===== config.mk =====
export PLATFORM = sky130hd
export DESIGN_NAME = serial_adder
export DESIGN_NICKNAME = d
export VERILOG_FILES = /design/src/rtl/serial_adder.sv
export SDC_FILE = /design/constraint.sdc
export NUM_CORES = 1
export LEC_CHECK = 0
export ABC_AREA = 1
export BUFFER_PORTS_ARGS = -buffer_cell sky130_fd_sc_hd__buf_2
export CORE_MARGIN = 8
export CORE_UTILIZATION = 52
export CTS_BUF_LIST = sky130_fd_sc_hd__clkbuf_4
export CTS_CLUSTER_SIZE = 28
export DETAILED_ROUTE_END_ITERATION = 16
export HOLD_SLACK_MARGIN = 0.12
export PLACE_DENSITY = 0.78
export SYNTH_ARGS = -nofsm -noshare
export SYNTH_HDL_FRONTEND = slang
export SYNTH_SLANG_ARGS = --single-unit

===== constraint.sdc =====
create_clock -name clk -period 4.1 [get_ports clk]
set_input_delay 0.41 -clock clk [delete_from_list [all_inputs] [get_ports clk]]
set_output_delay 0.41 -clock clk [all_outputs]
set_load 0.02 [all_outputs]

===== src/rtl/serial_adder.sv =====
// Bit-serial adder: LSB-first ripple over WIDTH cycles through an IDLE/RUN/DONE FSM.
// Define SERIAL_ADDER_OVF_EN to add the registered signed-overflow output ovf.
module serial_adder #(
  parameter int unsigned WIDTH = 8
) (
  input  logic             clk,
  input  logic             rst,
  input  logic             start,
  input  logic [WIDTH-1:0] a,
  input  logic [WIDTH-1:0] b,
  input  logic             cin,
  output logic             busy,
  output logic             done,
  output logic [WIDTH-1:0] sum,
  output logic             cout
`ifdef SERIAL_ADDER_OVF_EN
  ,
  output logic             ovf
`endif
);

  localparam int unsigned CW = (WIDTH > 1) ? $clog2(WIDTH) : 1;

  typedef enum logic [1:0] {
    IDLE = 2'd0,
    RUN  = 2'd1,
    DONE = 2'd2
  } state_e;

  state_e           state_q, state_d;
  logic [WIDTH-1:0] a_q, a_d;
  logic [WIDTH-1:0] b_q, b_d;
  logic [WIDTH-1:0] acc_q, acc_d;
  logic [WIDTH-1:0] sum_q, sum_d;
  logic [CW-1:0]    cnt_q, cnt_d;
  logic             c_q, c_d;
  logic             cout_q, cout_d;
  logic             sum_bit;
  logic             carry_nxt;
`ifdef SERIAL_ADDER_OVF_EN
  logic             ovf_q, ovf_d;
`endif

  assign sum_bit   = a_q[0] ^ b_q[0] ^ c_q;
  assign carry_nxt = (a_q[0] & b_q[0]) | (a_q[0] & c_q) | (b_q[0] & c_q);

  always_comb begin
    state_d = state_q;
    a_d     = a_q;
    b_d     = b_q;
    acc_d   = acc_q;
    sum_d   = sum_q;
    cnt_d   = cnt_q;
    c_d     = c_q;
    cout_d  = cout_q;
`ifdef SERIAL_ADDER_OVF_EN
    ovf_d   = ovf_q;
`endif
    case (state_q)
      IDLE: begin
        if (start) begin
          state_d = RUN;
          a_d     = a;
          b_d     = b;
          c_d     = cin;
          acc_d   = '0;
          cnt_d   = '0;
        end
      end
      RUN: begin
        a_d   = a_q >> 1;
        b_d   = b_q >> 1;
        c_d   = carry_nxt;
        acc_d = {sum_bit, acc_q[WIDTH-1:1]};
        cnt_d = cnt_q + CW'(1);
        // On the MSB edge c_q is the carry into the MSB, carry_nxt the carry out.
        if (cnt_q == CW'(WIDTH - 1)) begin
          state_d = DONE;
          sum_d   = {sum_bit, acc_q[WIDTH-1:1]};
          cout_d  = carry_nxt;
`ifdef SERIAL_ADDER_OVF_EN
          ovf_d   = c_q ^ carry_nxt;
`endif
        end
      end
      DONE:    state_d = IDLE;
      default: state_d = IDLE;
    endcase
  end

  always_ff @(posedge clk) begin
    if (rst) begin
      state_q <= IDLE;
      a_q     <= '0;
      b_q     <= '0;
      acc_q   <= '0;
      sum_q   <= '0;
      cnt_q   <= '0;
      c_q     <= 1'b0;
      cout_q  <= 1'b0;
`ifdef SERIAL_ADDER_OVF_EN
      ovf_q   <= 1'b0;
`endif
    end else begin
      state_q <= state_d;
      a_q     <= a_d;
      b_q     <= b_d;
      acc_q   <= acc_d;
      sum_q   <= sum_d;
      cnt_q   <= cnt_d;
      c_q     <= c_d;
      cout_q  <= cout_d;
`ifdef SERIAL_ADDER_OVF_EN
      ovf_q   <= ovf_d;
`endif
    end
  end

  assign busy = (state_q == RUN);
  assign done = (state_q == DONE);
  assign sum  = sum_q;
  assign cout = cout_q;
`ifdef SERIAL_ADDER_OVF_EN
  assign ovf  = ovf_q;
`endif

endmodule


==> metrics.md <==
| Metric | Value |
|---|---|
| Global routing usage summed across all routing layers | `~15%` |
| Most common cell in the netlist | `sky130_fd_sc_hd__nand2_1` |
| Routed via count divided by cell count | `approximately 4.8` |
| Worst IR Drop VDD | `0.000290 V` |
| Relative area change from synthesis to final layout | `12.1%` |
| Worst hold path cell count | `3` |
| Seq/Total Area, Yosys | `~46%` |
| Length of the first detailed-routing pass in iterations | `4` |
| Row cnt | `20` |
| Startpoint-to-endpoint class of the critical path | `reg -> out` |
| Share of async-settable or async-resettable flops after synthesis | `0%` |
| Number of enable flip-flop cells after synthesis | `0` |
| Setup TNS Final | `0 ps` |
| Post-synthesis instance area | `between 0.0015 and 0.002 mm^2` |
| Kind of end point of the critical path | `output pin` |
| Number of synthesis warnings | `0` |
| Primary flip-flop cell chosen by synthesis mapping | `sky130_fd_sc_hd__dfxtp_1` |
| Post-synthesis sequential element count | `38` |
| Slowest cell on the critical path | `sky130_fd_sc_hd__dfxtp_1` |
| Remaining number of nets flagged by the antenna check after routing | `0` |
| Crit path time final | `~1900 ps` |
| RSZ-0062 raised after global routing | `no` |
| Largest net degree at the start of global routing | `28` |
| Path class of the lowest-slack min-delay path | `in -> reg` |
| Clock H-tree levels | `2` |
| Dominant cell type by area after synthesis | `sky130_fd_sc_hd__dfxtp_1` |
| Maximum clock path buffer count | `2` |
| Synthesized area per cell | `7.10 um^2` |
| Stages on worst setup path | `4` |
| Post-Syn Nets | `about 260` |
| Average detailed-routed wire length per instance | `11.7 um` |
| Number of buffer and inverter instances along the worst setup path | `3` |
| Status | `completed` |
| Total via count after detailed routing | `roughly 1500` |
| Number of antenna violations at the first check in global routing | `0` |
| Final worst-path cycle share | `between 40% and 50%` |
| Clk Tree Root Cell | `sky130_fd_sc_hd__clkbuf_4` |
| Critical path cell sequence | `inv_1, nor2_1, buf_4, buf_2` |
| Final weighted congestion of routability-driven global placement | `around 0.78` |
| Place WS | `~2500 ps` |
| Count of max-cap constraint violations | `0` |
| Top cells by area in the synthesized netlist | `sky130_fd_sc_hd__dfxtp_1 (46%), sky130_fd_sc_hd__nand2_1 (10%), sky130_fd_sc_hd__nor2_1 (8.7%), sky130_fd_sc_hd__a21oi_1 (7.0%), sky130_fd_sc_hd__inv_1 (6.6%)` |
| Leading post-synthesis cells by instance count | `sky130_fd_sc_hd__nand2_1 (45), sky130_fd_sc_hd__dfxtp_1 (38), sky130_fd_sc_hd__nor2_1 (38)` |
| Global route overflow | `0` |
| Crit path required time | `about 3700 ps` |
| Total Die Area | `roughly 0.0052 mm^2` |
| Total Wirelength | `approximately 3600 um` |
| Height of the die | `roughly 72 um` |
| Width of the die | `72.3 um` |
| Worst clock skew | `~13 ps` |
| Post-CTS sizing | `0` |
| Maximum single-stage delay on the critical path | `approximately 520 ps` |
| Worst setup startpoint | `state_q[0]` |
| Static leakage | `~0.91 nW` |
| Vias in the first global route | `around 1400` |
| Number of DRC violations after detailed routing | `0` |
| Sum of net half-perimeters after detailed placement | `around 2500 um` |
| Timing-limited maximum frequency | `~540 MHz` |
| Slew Viols, Final | `0` |
| Startpoint type of the worst setup path | `register` |
| Worst Reg-to-Reg Cells | `6` |
| Antenna cell count | `0` |
| Slew HR | `between 60% and 70%` |
| 1st-iter DRT viols | `~90` |
| Startpoint of the most critical register-to-register path | `state_q[1]` |
| Hold buffer count at cts | `0` |
| Wire length of the first global-routing pass | `6130 um` |
| Maximum fanout along the worst path | `15` |
| Final-report hold violation count | `0` |
| Arrival time of data at the critical path endpoint | `1450 ps` |
| Number of failing setup endpoints in the final timing report | `0` |
| Clock buffer count from CTS | `5` |
| Core Footprint | `0.00303 mm^2` |
| Gate count of the mapped netlist | `about 230` |
| Pwr/cell area | `around 350 mW/mm^2` |
| Initial cell density of the core | `a little over half` |
| Count of input and output buffers | `30` |
| Fraction of final layout cells sized beyond drive strength 1 | `16.5%` |
| Family with the most delay on the worst path | `flip-flops` |
| Final #Nets | `between 200 and 300` |
| Clock tree sinks | `38` |
| Final critical-path setup slack | `~2200 ps` |
| Tightest Pin Transition | `about 570 ps` |
| Power after layout | `around 650 uW` |
| Post-Route Hold Slack | `308 ps` |
| Clock transition at the registers of the reported paths | `about 110 ps` |
| Later-pin clock latency in the skew report | `340 ps` |
| CTS tree | `built` |
| Total setup buffers inserted after CTS | `0` |
| Hold Path Origin | `a[7]` |
| Number of distinct library cell variants in the gate-level netlist after synthesis | `19` |
| Number of placed I/O pins | `31` |
| Proportion of netlist area held by the largest area contributor | `between 40% and 50%` |
==> metrics by stage <==
step / cells / instance area [um^2] / utilization [%]
floorplan: 232 / 1650 / -
global placement: 297 / 1800 / 59.4
detailed placement: 297 / 1800 / 59.4
CTS: 305 / 1850 / 61.0
global route: 305 / 1850 / 61.0
finish: 305 / 1850 / 61.0
==> path summary, 6_finish.rpt <==
check        slack (ps)        to
max                2240      busy
min                 310    a_q[7]
max reg2reg        2470  acc_q[6]
min reg2reg         470      cout
==> state kept, by name (all words and copies together) (netlist names) <==
signal and count:
cout 1, b_q 8, c_q 1, state_q 2, a_q 8, cnt_q 3
sum 8, acc_q 7
==> worst register-to-register path, stage by stage, from the launching register on <==
cell	delay, ps
sky130_fd_sc_hd__dfxtp_1	460
sky130_fd_sc_hd__inv_2	120
sky130_fd_sc_hd__nand2_2	380
sky130_fd_sc_hd__nand2_4	190
sky130_fd_sc_hd__inv_2	230
sky130_fd_sc_hd__nand2_1	90
sky130_fd_sc_hd__a21oi_2	110
==> layout make-up <==
type	count	area [um^2]
Multi-Input combinational cell	152	706
Clock buffer	5	37.5
Fill cell	314	1180
Inverter	32	120
Sequential cell	38	761
Tap cell	44	55.1
Clock inverter	3	11.3
Timing Repair Buffer	31	158
==> routing by layer <==
metal | wire length, um | up-vias | track usage (%)
li1 | - | 779 | -
met1 | 1630 | 663 | 17.1
met2 | 1670 | 28 | 24.5
met3 | 207 | 7 | 4.68
met4 | 63 | 0 | 6.12
met5 | 0 | - | 0
==> logic make-up after synthesis <==
logic type	Yosys count	synth area share, %
and+or+nand+nor	108	27.4
buffers and inverters	42	11.0
AOI/OAI and AO/OA	41	12.7
DFF	38	46.2
adders and majority gates	3	2.73
==> where the power goes <==
part | leakage [nW] | total (mW) | internal, mW | switching [mW]
Combinational | 0.571 | 0.0751 | 0.0286 | 0.0465
Clock | 0.0277 | 0.179 | 0.0612 | 0.118
Sequential | 0.310 | 0.394 | 0.384 | 0.00986
Total | 0.908 | 0.648 | 0.474 | 0.174
==> placed cells by master, fill, tap and decap left out <==
cell / count
sky130_fd_sc_hd__nor2_4: 1
sky130_fd_sc_hd__nand2_2: 2
sky130_fd_sc_hd__fa_1: 1
sky130_fd_sc_hd__o21ai_0: 17
sky130_fd_sc_hd__a21oi_1: 23
sky130_fd_sc_hd__buf_4: 1
sky130_fd_sc_hd__inv_2: 2
sky130_fd_sc_hd__nand3_1: 21
sky130_fd_sc_hd__buf_2: 30
sky130_fd_sc_hd__inv_1: 29
sky130_fd_sc_hd__nand2_4: 1
sky130_fd_sc_hd__clkinv_1: 4
sky130_fd_sc_hd__nor2_1: 38
sky130_fd_sc_hd__clkbuf_4: 5
sky130_fd_sc_hd__dfxtp_1: 38
sky130_fd_sc_hd__a21oi_2: 1
sky130_fd_sc_hd__nand2_1: 45
sky130_fd_sc_hd__ha_1: 2
Note: power is estimated with default switching activity, not from simulation.
